<file path="src/rtl/mix_columns_seq_if.sv">
// Handshake bundle between ShiftRows, this MixColumns stage and AddRoundKey.
// The slave view belongs to the MixColumns block, the master view to its environment.
interface mix_columns_seq_if;
  logic         in_valid;
  logic         in_ready;
  logic [127:0] in_state;
  logic         in_last;
  logic         out_valid;
  logic         out_ready;
  logic [127:0] out_state;
  logic         busy;

  modport slave (
    input  in_valid, in_state, in_last, out_ready,
    output in_ready, out_valid, out_state, busy
  );

  modport master (
    output in_valid, in_state, in_last, out_ready,
    input  in_ready, out_valid, out_state, busy
  );
endinterface

</file>
<file path="src/rtl/mix_columns_seq.sv">
// AES-128 MixColumns, applied column-serially (COLS_PER_CYCLE columns per clock)
// to a captured ShiftRows state; the final round passes the state through unchanged.
//
// state  | meaning
// IDLE   | ready for a new state, nothing held
// BUSY   | transforming columns in place, cnt selects the column group
// DONE   | result held on out_state until the downstream takes it
module mix_columns_seq #(
  parameter int COLS_PER_CYCLE = 1
) (
  input  logic              clk,
  input  logic              rst_n,
  mix_columns_seq_if.slave  bus
);

  generate
    if (COLS_PER_CYCLE != 1 && COLS_PER_CYCLE != 2 && COLS_PER_CYCLE != 4) begin : g_bad_cpc
      $error("mix_columns_seq: COLS_PER_CYCLE must be 1, 2 or 4");
    end
  endgenerate

  localparam int CPC = (COLS_PER_CYCLE == 2 || COLS_PER_CYCLE == 4) ? COLS_PER_CYCLE : 1;
  localparam int N   = 4 / CPC;
  localparam logic [1:0] CNT_LAST = 2'(N - 1);

  typedef enum logic [1:0] {
    S_IDLE = 2'd0,
    S_BUSY = 2'd1,
    S_DONE = 2'd2
  } state_t;

  state_t       state_q, state_d;
  logic [127:0] data_q, data_d;
  logic [1:0]   cnt_q, cnt_d;
  logic         last_q, last_d;

  function automatic logic [7:0] xtime(input logic [7:0] x);
    return {x[6:0], 1'b0} ^ (x[7] ? 8'h1b : 8'h00);
  endfunction

  // Row 0 is the most significant byte of the column.
  function automatic logic [31:0] mix_col(input logic [31:0] c);
    logic [7:0] a0, a1, a2, a3;
    logic [7:0] b0, b1, b2, b3;
    a0 = c[31:24];
    a1 = c[23:16];
    a2 = c[15:8];
    a3 = c[7:0];
    b0 = xtime(a0) ^ xtime(a1) ^ a1 ^ a2 ^ a3;
    b1 = a0 ^ xtime(a1) ^ xtime(a2) ^ a2 ^ a3;
    b2 = a0 ^ a1 ^ xtime(a2) ^ xtime(a3) ^ a3;
    b3 = xtime(a0) ^ a0 ^ a1 ^ a2 ^ xtime(a3);
    return {b0, b1, b2, b3};
  endfunction

  always_ff @(posedge clk or negedge rst_n) begin
    if (!rst_n) begin
      state_q <= S_IDLE;
      data_q  <= '0;
      cnt_q   <= '0;
      last_q  <= 1'b0;
    end else begin
      state_q <= state_d;
      data_q  <= data_d;
      cnt_q   <= cnt_d;
      last_q  <= last_d;
    end
  end

  always_comb begin
    state_d = state_q;
    data_d  = data_q;
    cnt_d   = cnt_q;
    last_d  = last_q;
    case (state_q)
      S_IDLE: begin
        if (bus.in_valid) begin
          data_d  = bus.in_state;
          last_d  = bus.in_last;
          cnt_d   = '0;
          state_d = S_BUSY;
        end
      end
      S_BUSY: begin
        // Final round: the selected columns are left as captured.
        for (int j = 0; j < 4; j++) begin
          if (2'(j / CPC) == cnt_q && !last_q) begin
            data_d[127 - 32*j -: 32] = mix_col(data_q[127 - 32*j -: 32]);
          end
        end
        if (cnt_q == CNT_LAST) begin
          state_d = S_DONE;
        end else begin
          cnt_d = cnt_q + 2'd1;
        end
      end
      S_DONE: begin
        if (bus.out_ready) begin
          state_d = S_IDLE;
        end
      end
      default: state_d = S_IDLE;
    endcase
  end

  assign bus.in_ready  = (state_q == S_IDLE);
  assign bus.out_valid = (state_q == S_DONE);
  assign bus.busy      = (state_q == S_BUSY);
  assign bus.out_state = data_q;

endmodule

</file>
<file path="src/flat_wrapper.sv">
// flat-port wrapper written by rule: the top's interface ports become plain ports
module mix_columns_seq_flat 
#(
  parameter int COLS_PER_CYCLE = 1
)
  (clk, rst_n, bus_in_valid, bus_in_state, bus_in_last, bus_out_ready, bus_in_ready, bus_out_valid, bus_out_state, bus_busy);
  mix_columns_seq_if bus_i ();
  input  logic clk;
  input  logic rst_n;
  input wire logic [$bits(bus_i.in_valid)-1:0] bus_in_valid;
  input wire logic [$bits(bus_i.in_state)-1:0] bus_in_state;
  input wire logic [$bits(bus_i.in_last)-1:0] bus_in_last;
  input wire logic [$bits(bus_i.out_ready)-1:0] bus_out_ready;
  output wire logic [$bits(bus_i.in_ready)-1:0] bus_in_ready;
  output wire logic [$bits(bus_i.out_valid)-1:0] bus_out_valid;
  output wire logic [$bits(bus_i.out_state)-1:0] bus_out_state;
  output wire logic [$bits(bus_i.busy)-1:0] bus_busy;
  assign bus_i.in_valid = bus_in_valid;
  assign bus_i.in_state = bus_in_state;
  assign bus_i.in_last = bus_in_last;
  assign bus_i.out_ready = bus_out_ready;
  assign bus_in_ready = bus_i.in_ready;
  assign bus_out_valid = bus_i.out_valid;
  assign bus_out_state = bus_i.out_state;
  assign bus_busy = bus_i.busy;
  mix_columns_seq #(.COLS_PER_CYCLE(COLS_PER_CYCLE)) u_core (.clk(clk), .rst_n(rst_n), .bus(bus_i));
endmodule
</file>
<file path="config.mk">
export PLATFORM = sky130hd
export DESIGN_NAME = mix_columns_seq_flat
export DESIGN_NICKNAME = d
export VERILOG_FILES = /design/src/rtl/mix_columns_seq_if.sv /design/src/rtl/mix_columns_seq.sv /design/src/flat_wrapper.sv
export SDC_FILE = /design/constraint.sdc
export NUM_CORES = 1
export LEC_CHECK = 0
export BUFFER_PORTS_ARGS = -buffer_cell sky130_fd_sc_hd__clkbuf_2
export CORE_ASPECT_RATIO = 0.7
export CORE_MARGIN = 4
export CORE_UTILIZATION = 34
export CTS_CLUSTER_SIZE = 30
export DETAILED_ROUTE_END_ITERATION = 6
export GPL_ROUTABILITY_DRIVEN = 0
export GPL_TIMING_DRIVEN = 1
export PLACE_DENSITY = 0.58
export SLEW_MARGIN = 30
export SYNTH_ARGS = -nofsm -noshare
export SYNTH_HDL_FRONTEND = slang
export SYNTH_SLANG_ARGS = --single-unit
export TNS_END_PERCENT = 100
</file>
<file path="constraint.sdc">
create_clock -name clk -period 1.55 [get_ports clk]
set_input_delay 0.155 -clock clk [delete_from_list [all_inputs] [get_ports clk]]
set_output_delay 0.155 -clock clk [all_outputs]
set_load 0.01 [all_outputs]
</file>
==> flow_summary.json, run 1 <==
{
  "setup_ws_ns": -0.1632,
  "slowest_delay_ns": 0.43,
  "crit_family": "buffers and inverters",
  "ctsRootBufferMaster": "clkbuf_16",
  "clockBufferDepth": 2,
  "synth-async-reset-ratio": 1.000,
  "status": "finished, violations left",
  "path_buf_inv": 4,
  "start_util": 0.3490,
  "initialDrtViolationCount": 656,
  "cap_violations": 0,
  "vias": 9890,
  "hold_path.class": "input pin to register",
  "final_util": 0.5273,
  "synth-seq-cells": 133,
  "grt_pass1_wl_mm": 57.94,
  "cp-end-kind": "register",
  "nNetsFinal": 1749,
  "clk_latency_ns": 0.45,
  "postSynthNetCount": 1220,
  "ios": 264,
  "final_common_cell": "clkbuf_2",
  "violations": "negative setup slack",
  "required_ns": 1.90,
  "yosysWarnings": 0,
  "grt_antenna_before_repair": 1,
  "yosys.area.top_type": "dfrtp_1",
  "ant_nets": 0,
  "setup_viol": 118,
  "synth-edff-count": 0,
  "crit_chain": "buf_6 -> nand2b_4 -> buf_6 -> o21ai_4 -> buf_12 -> buf_12 -> nor2_2 -> a31oi_1",
  "portBuffers": 263,
  "hold_violations": 0,
  "die_area_um2": 36600,
  "fmax_mhz": 583.7,
  "relSlewSlack": 0.6825,
  "htreeDepth": 4,
  "coreArea_um2": 32690,
  "cts_tree": "built",
  "synth_cells": 1083,
  "synth.top_cell.area_share": 0.2917,
  "crit_type": "register to register",
  "numClockSinks": 133,
  "synth.avg_cell_area_um2": 10.53,
  "drt-pass1-iter-count": 5,
  "area_delta_synth_final_pct": 51.10,
  "synthTopCellsByArea": "dfrtp_1 (29%), xnor3_1 (24%), nand2_1 (7.8%)",
  "viasPerCell": 4.817,
  "min_period_ns": 1.713,
  "critPathSlowestCell": "dfrtp_2",
  "remaining_drc_errors": 0,
  "wl_per_cell_um": 18.76,
  "routed_wirelength_mm": 38.52,
  "grt_util_all_layers": 0.2037,
  "rows": 55,
  "slew_violations": 0,
  "first_global_vias": 9974,
  "layout-drive-gt1-share": 0.3846,
  "grt_max_degree": 45,
  "cp_max_fo": 8,
  "rsz0062_at_grt": "yes",
  "crit_path_start_kind": "register",
  "ys_types": 45,
  "final_cell_mix": "clkbuf_2 (260), nand2_1 (235), buf_4 (177)",
  "arrival_ns": 2.06,
  "clk_pin_slew_ns": 0.06,
  "cts_made_buffers": 17,
  "syn_area_um2": 11410,
  "period_share": 1.105,
  "die_y_um": 161.3,
  "hpwl_mm": 26.54,
  "finalClockSkew_ns": 0.01270,
  "die_x_um": 226.9,
  "yosysSeqAreaShare": 0.2917,
  "synthFlopType": "dfrtp_1",
  "grt_overflow": 0,
  "tightest_slew_ns": 0.4729
}
==> worst register-to-register path, cell delays in order, from the launching register on <==
cell and delay, ns:
dfrtp_2 0.43, buf_6 0.13, nand2b_4 0.14, buf_6 0.13
o21ai_4 0.24, buf_12 0.18, buf_12 0.14, nor2_2 0.04
a31oi_1 0.18
==> repair_timing <==
action | CTS | global route
cloned | 7 | 8
resized for setup | 43 | 83
endpoints found under the hold margin | 221 | 0
hold buffers | 109 | 0
setup endpoints to repair | 127 | 132
buffers inserted | 17 | 5
pin swaps | 5 | 9
==> cell usage after synthesis (6+ instances only) <==
library cell,number
nor2_1,116
inv_1,14
clkbuf_1,32
nand3b_1,6
xnor2_1,94
a31oi_1,111
dfrtp_1,133
xnor2_2,8
xor3_1,30
xor2_1,49
mux2i_1,13
buf_2,51
a31o_2,8
nand2_1,236
xnor3_1,123
==> sequential cells by signal, indices dropped and copies added, names as in the netlist <==
name	cells
u_core.bus.out_state	128
u_core.cnt_q	2
u_core.last_q	1
u_core.state_q	2
==> metrics by stage <==
stage / TNS (ns) / cell area (µm²) / setup WS [ns] / hold WS [ns] / cells
finish: -8.348 / 17240 / -0.1632 / 0.02781 / 2053
global route: -18.78 / 17240 / -0.2204 / 0.02566 / 2053
CTS: -6.473 / 16760 / -0.1433 / 0.005173 / 2041
detailed placement: -5.958 / 14570 / -0.1619 / 0.09120 / 1876
global placement: -2.064 / 14570 / -0.1438 / 0.08687 / 1876
floorplan: -0.03673 / 11450 / -0.01442 / -0.1406 / 1083
==> metal layers <==
metal / wire length, µm / share of wire / vias up / global-route usage
li1: - / - / 4725 / -
met1: 18290 / 0.47 / 4874 / 0.2946
met2: 17850 / 0.46 / 265 / 0.3199
met3: 1893 / 0.049 / 26 / 0.03725
met4: 486 / 0.013 / 0 / 0.04728
met5: 0 / 0 / - / 0
==> kinds of logic (layout without fill, tap and decap cells) <==
logic type | Yosys count | after routing | share of synthesized area
buffers and inverters | 109 | 651 | 0.04453
xor gates and xnor gates | 308 | 308 | 0.4355
DFF | 133 | 133 | 0.2917
muxes | 14 | 14 | 0.01239
adders and majority gates | 4 | 4 | 0.004387
other | 0 | 1 | 0
AOI/OAI and AO/OA | 140 | 140 | 0.08182
and+or+nand+nor | 375 | 375 | 0.1296
==> path summary, 6_finish.rpt <==
kind,startpoint,end,slack [ns],depth (start not counted)
max,u_core.state_q[0]$_DFFE_PN0P_,u_core.bus.out_state[16]$_DFFE_PN0P_,-0.16,8
min reg2reg,u_core.bus.out_state[35]$_DFFE_PN0P_,u_core.bus.out_state[35]$_DFFE_PN0P_,0.63,2
min in group asynchronous,rst_n,u_core.bus.out_state[6]$_DFFE_PN0P_,0.20,2
min,bus_in_state[70],u_core.bus.out_state[70]$_DFFE_PN0P_,0.03,3
max in group asynchronous,rst_n,u_core.bus.out_state[119]$_DFFE_PN0P_,0.76,3
max reg2reg,u_core.state_q[0]$_DFFE_PN0P_,u_core.bus.out_state[16]$_DFFE_PN0P_,-0.16,8
==> layout make-up <==
type	instances	area, µm²
inverters	15	63.81
diodes	1	2.502
multi-input cells	841	7855
clock buffers	24	481.7
repair buffers	604	4806
clock inverters	8	146.4
fillers	2899	15450
flip-flops and latches	133	3348
well taps	427	534.3
Power of run 1 is left out: the tool's default activity adds up to more than one toggle a clock period on the data nets, which glitch-free logic cannot reach.
==> run 2, diff against run 1 <==
CTS_BUF_LIST = sky130_fd_sc_hd__clkbuf_8   (was not set)
==> run 2 against run 1 <==
Compared with the run above: the flow still finishes with violations (negative setup slack); global-route usage shrank 0.38 points; sequential cell count stayed put; clock skew rose by 0.0037 ns; cell count up 1.1%.
==> flow_summary.json, run 2 (same netlist as run 1, synthesis figures left out) <==
{
  "status": "finished, violations left",
  "violations": "negative setup slack",
  "cts_tree": "built",
  "htreeDepth": 4,
  "cts_made_buffers": 17,
  "start_util": 0.3490,
  "ctsRootBufferMaster": "clkbuf_8",
  "crit_type": "register to register",
  "crit_family": "compound AO/OA/AOI/OAI gates",
  "viasPerCell": 4.814,
  "final_cell_mix": "clkbuf_2 (257), nand2_1 (235), buf_4 (182)",
  "portBuffers": 263,
  "hold_violations": 0,
  "vias": 9994,
  "coreArea_um2": 32690,
  "drt-pass1-iter-count": 5,
  "crit_chain": "inv_2 -> ha_1 -> nand3b_1 -> a21oi_4 -> buf_12 -> clkbuf_16 -> mux2i_1 -> a31o_2",
  "layout-drive-gt1-share": 0.3853,
  "die_area_um2": 36600,
  "relSlewSlack": 0.6689,
  "post_dp_cell_area_um2": 14570,
  "cp_max_fo": 6,
  "slowest_delay_ns": 0.42,
  "min_period_ns": 1.706,
  "grt_max_degree": 45,
  "tightest_slew_ns": 0.4931,
  "path_buf_inv": 3,
  "first_global_vias": 10070,
  "ios": 264,
  "period_share": 1.101,
  "die_x_um": 226.9,
  "rsz0062_at_grt": "yes",
  "cp-end-kind": "register",
  "initialDrtViolationCount": 638,
  "wl_per_cell_um": 18.62,
  "setup_ws_ns": -0.1562,
  "tns_ns": -10.88,
  "grt_util_all_layers": 0.1999,
  "remaining_drc_errors": 0,
  "numClockSinks": 133,
  "register_area_um2": 3347,
  "fmax_mhz": 586.1,
  "final_util": 0.5283,
  "rows": 55,
  "die_y_um": 161.3,
  "clk_latency_ns": 0.49,
  "finalClockSkew_ns": 0.01640,
  "critPathSlowestCell": "dfrtp_1",
  "clockBufferDepth": 2,
  "required_ns": 1.94,
  "final_common_cell": "clkbuf_2",
  "area_delta_synth_final_pct": 51.38,
  "ant_nets": 0,
  "cap_violations": 0,
  "crit_path_start_kind": "register",
  "clk_pin_slew_ns": 0.09,
  "dpl_worst_slack_ns": -0.1619,
  "n_fill_cell": 2900,
  "hold_path.class": "input pin to register",
  "grt_overflow": 0,
  "nNetsFinal": 1772,
  "multiInputGateArea_um2": 7858,
  "grt_antenna_before_repair": 1,
  "design_area_um2": 17270,
  "slew_violations": 0,
  "routed_wirelength_mm": 38.65,
  "grt_pass1_wl_mm": 57.31,
  "arrival_ns": 2.09,
  "setup_viol": 131,
  "largest_reg_flops": 128,
  "hpwl_mm": 26.54
}
[run 2: cell count changes in the layout (fill, tap and decap cells not counted), moves of 3 or more]
cell	change
dlygate4sd3_1	+11
clkbuf_8	+17
clkbuf_2	-3
buf_4	+5
inv_1	+4
clkbuf_16	-15
nor2_2	+3
buf_6	+10
clkbuf_1	-4
[run 2: final timing paths]
| kind | start | to | slack [ns] | cells past startpoint |
|---|---|---|---|---|
| max | u_core.cnt_q[0]$_DFFE_PN0P_ | u_core.bus.out_state[55]$_DFFE_PN0P_ | -0.16 | 8 |
| min | bus_in_state[55] | u_core.bus.out_state[55]$_DFFE_PN0P_ | 0.06 | 4 |
| max reg2reg | u_core.cnt_q[0]$_DFFE_PN0P_ | u_core.bus.out_state[55]$_DFFE_PN0P_ | -0.16 | 8 |
| min reg2reg | u_core.bus.out_state[50]$_DFFE_PN0P_ | u_core.bus.out_state[50]$_DFFE_PN0P_ | 0.63 | 2 |
| max in group asynchronous | rst_n | u_core.bus.out_state[119]$_DFFE_PN0P_ | 0.81 | 3 |
| min in group asynchronous | rst_n | u_core.bus.out_state[6]$_DFFE_PN0P_ | 0.15 | 2 |
[run 2: layout make-up]
| type | count | area share |
|---|---|---|
| diodes | 1 | 0.0001449 |
| clock buffers | 20 | 0.01594 |
| clock inverters | 12 | 0.009346 |
| inverters | 15 | 0.003695 |
| multi-input cells | 841 | 0.4550 |
| flip-flops and latches | 133 | 0.1938 |
| well taps | 427 | 0.03094 |
| repair buffers | 627 | 0.2912 |
[run 2: through the flow]
stage	instances	hold slack (ns)
floorplan	1083	-0.1406
detailed placement	1876	0.09120
finish	2076	0.05620
global placement	1876	0.08687
global route	2076	0.04892
CTS	2053	0.0002702
[run 2: metal layers]
metal | wire length, µm | vias to the layer above | track usage
met5 | 0 | - | 0
met4 | 473 | 0 | 0.03958
met3 | 1832 | 30 | 0.03579
met2 | 17980 | 276 | 0.3171
met1 | 18360 | 4928 | 0.2900
li1 | - | 4760 | -
[run 2: what timing repair did]
item / 4_1_cts / 5_1_grt
setup endpoints to repair: 133 / 137
pin swaps: 6 / 9
gates resized for setup: 43 / 94
endpoints found under the hold margin: 252 / 0
setup buffers: 20 / 15
cloned: 5 / 10
hold buffers: 120 / 0
[run 2: worst register-to-register path, cell delays in order (launching register included)]
cell and delay [ns]:
dfrtp_1 0.42, inv_2 0.10, ha_1 0.15, nand3b_1 0.15, a21oi_4 0.24, buf_12 0.14, clkbuf_16 0.14, mux2i_1 0.07
a31o_2 0.21
Power of run 2 is left out for the same reason.
==> run 3, diff against run 2 <==
SKIP_LAST_GASP = 1   (was not set)
==> run 3 against run 2 <==
Compared with the run above: the flow still finishes with violations (negative setup slack); design area decreased by 0.63%; die area unchanged; count of clock-buffer cells in the layout unchanged; worst setup slack improved by 0.0081 ns; clock skew increased by 0.0015 ns; sequential cell count unchanged; non-clock buffer count decreased by 2; register-to-register slack about the same; first-iteration DRC count decreased by 6.0%; hold slack improved by 0.0018 ns; largest cell class unchanged.
==> flow_summary.json, run 3 (same netlist as run 1, synthesis figures left out) <==
{
  "status": "finished, violations left",
  "violations": "negative setup slack",
  "routed_wirelength_mm": 38.62,
  "cts_made_buffers": 17,
  "final_cell_mix": "clkbuf_2 (257), nand2_1 (235), buf_4 (188)",
  "start_util": 0.3490,
  "multiInputGateArea_um2": 7802,
  "setup_ws_ns": -0.1481,
  "setup_viol": 120,
  "grt_max_degree": 45,
  "register_area_um2": 3348,
  "coreArea_um2": 32690,
  "n_fill_cell": 2897,
  "portBuffers": 263,
  "clockBufferDepth": 2,
  "cts_tree": "built",
  "required_ns": 1.93,
  "ctsRootBufferMaster": "clkbuf_8",
  "grt_antenna_before_repair": 1,
  "remaining_drc_errors": 0,
  "relSlewSlack": 0.6641,
  "vias": 10040,
  "wl_per_cell_um": 18.62,
  "final_common_cell": "clkbuf_2",
  "hold_violations": 0,
  "initialDrtViolationCount": 600,
  "crit_path_start_kind": "register",
  "finalClockSkew_ns": 0.01791,
  "cp_max_fo": 6,
  "numClockSinks": 133,
  "arrival_ns": 2.08,
  "tightest_slew_ns": 0.5002,
  "clk_latency_ns": 0.49,
  "nNetsFinal": 1770,
  "htreeDepth": 4,
  "cp-end-kind": "register",
  "final_util": 0.5250,
  "rows": 55,
  "cap_violations": 0,
  "first_global_vias": 10090,
  "grt_overflow": 0,
  "grt_util_all_layers": 0.2000,
  "period_share": 1.096,
  "crit_type": "register to register",
  "ant_nets": 0,
  "clk_pin_slew_ns": 0.09,
  "min_period_ns": 1.698,
  "tns_ns": -8.363,
  "hpwl_mm": 26.54,
  "die_y_um": 161.3,
  "hold_path.class": "input pin to register",
  "viasPerCell": 4.840,
  "grt_pass1_wl_mm": 57.34,
  "die_x_um": 226.9,
  "area_delta_synth_final_pct": 50.43,
  "ios": 264,
  "rsz0062_at_grt": "yes",
  "fmax_mhz": 588.9,
  "dpl_worst_slack_ns": -0.1619,
  "die_area_um2": 36600,
  "layout-drive-gt1-share": 0.3748,
  "slew_violations": 0,
  "largest_reg_flops": 128,
  "drt-pass1-iter-count": 5
}
## run 3: final timing paths
kind                                                       from                               endpoint  slack, ns  cells after the start
min                                            bus_in_state[55]   u_core.bus.out_state[55]$_DFFE_PN0P_       0.06                      4
min reg2reg                u_core.bus.out_state[50]$_DFFE_PN0P_   u_core.bus.out_state[50]$_DFFE_PN0P_       0.62                      2
max in group asynchronous                                 rst_n  u_core.bus.out_state[119]$_DFFE_PN0P_       0.81                      3
min in group asynchronous                                 rst_n    u_core.bus.out_state[6]$_DFFE_PN0P_       0.15                      2
max                                 u_core.cnt_q[0]$_DFFE_PN0P_   u_core.bus.out_state[55]$_DFFE_PN0P_      -0.15                      8
max reg2reg                         u_core.cnt_q[0]$_DFFE_PN0P_   u_core.bus.out_state[55]$_DFFE_PN0P_      -0.15                      8
## run 3: per-stage QoR
step                      area (µm²)  hold slack [ns]  cells
final                          17160          0.05798   2074
after global routing           17160          0.04892   2074
after CTS                      16640        0.0002693   2053
after detailed placement       14570          0.09120   1876
after global placement         14570          0.08687   1876
after floorplan                11450          -0.1406   1083
## run 3: repair_timing
action | CTS | global route
gates cloned | 5 | 9
hold buffers | 120 | 0
buffers inserted | 20 | 14
resized for setup | 38 | 75
endpoints found under the hold margin | 252 | 0
pin swaps | 6 | 5
endpoints found under the setup margin | 133 | 137
## run 3: cell type report
cell class	instances	share of cell area
Multi-Input combinational cell	841	0.4547
Antenna cell	1	0.0001458
Inverter	15	0.003718
Tap cell	427	0.03113
Clock inverter	12	0.009405
Timing Repair Buffer	625	0.2898
Clock buffer	20	0.01604
Sequential cell	133	0.1951
## run 3: critical path, cell delays in order (launching register included)
cell and delay [ns]:
dfrtp_1 0.41, inv_2 0.10, ha_1 0.15, nand3b_1 0.15
a21oi_4 0.23, buf_4 0.16, clkbuf_16 0.14, mux2i_1 0.06
a31o_2 0.20
## run 3: metal layers
| metal | GRT usage | up-vias | routed length [µm] |
|---|---|---|---|
| met5 | 0 | - | 0 |
| met4 | 0.04288 | 0 | 417 |
| met3 | 0.03634 | 27 | 1929 |
| met2 | 0.3165 | 301 | 17990 |
| met1 | 0.2890 | 4949 | 18290 |
| li1 | - | 4761 | - |
Power of run 3 is left out for the same reason.
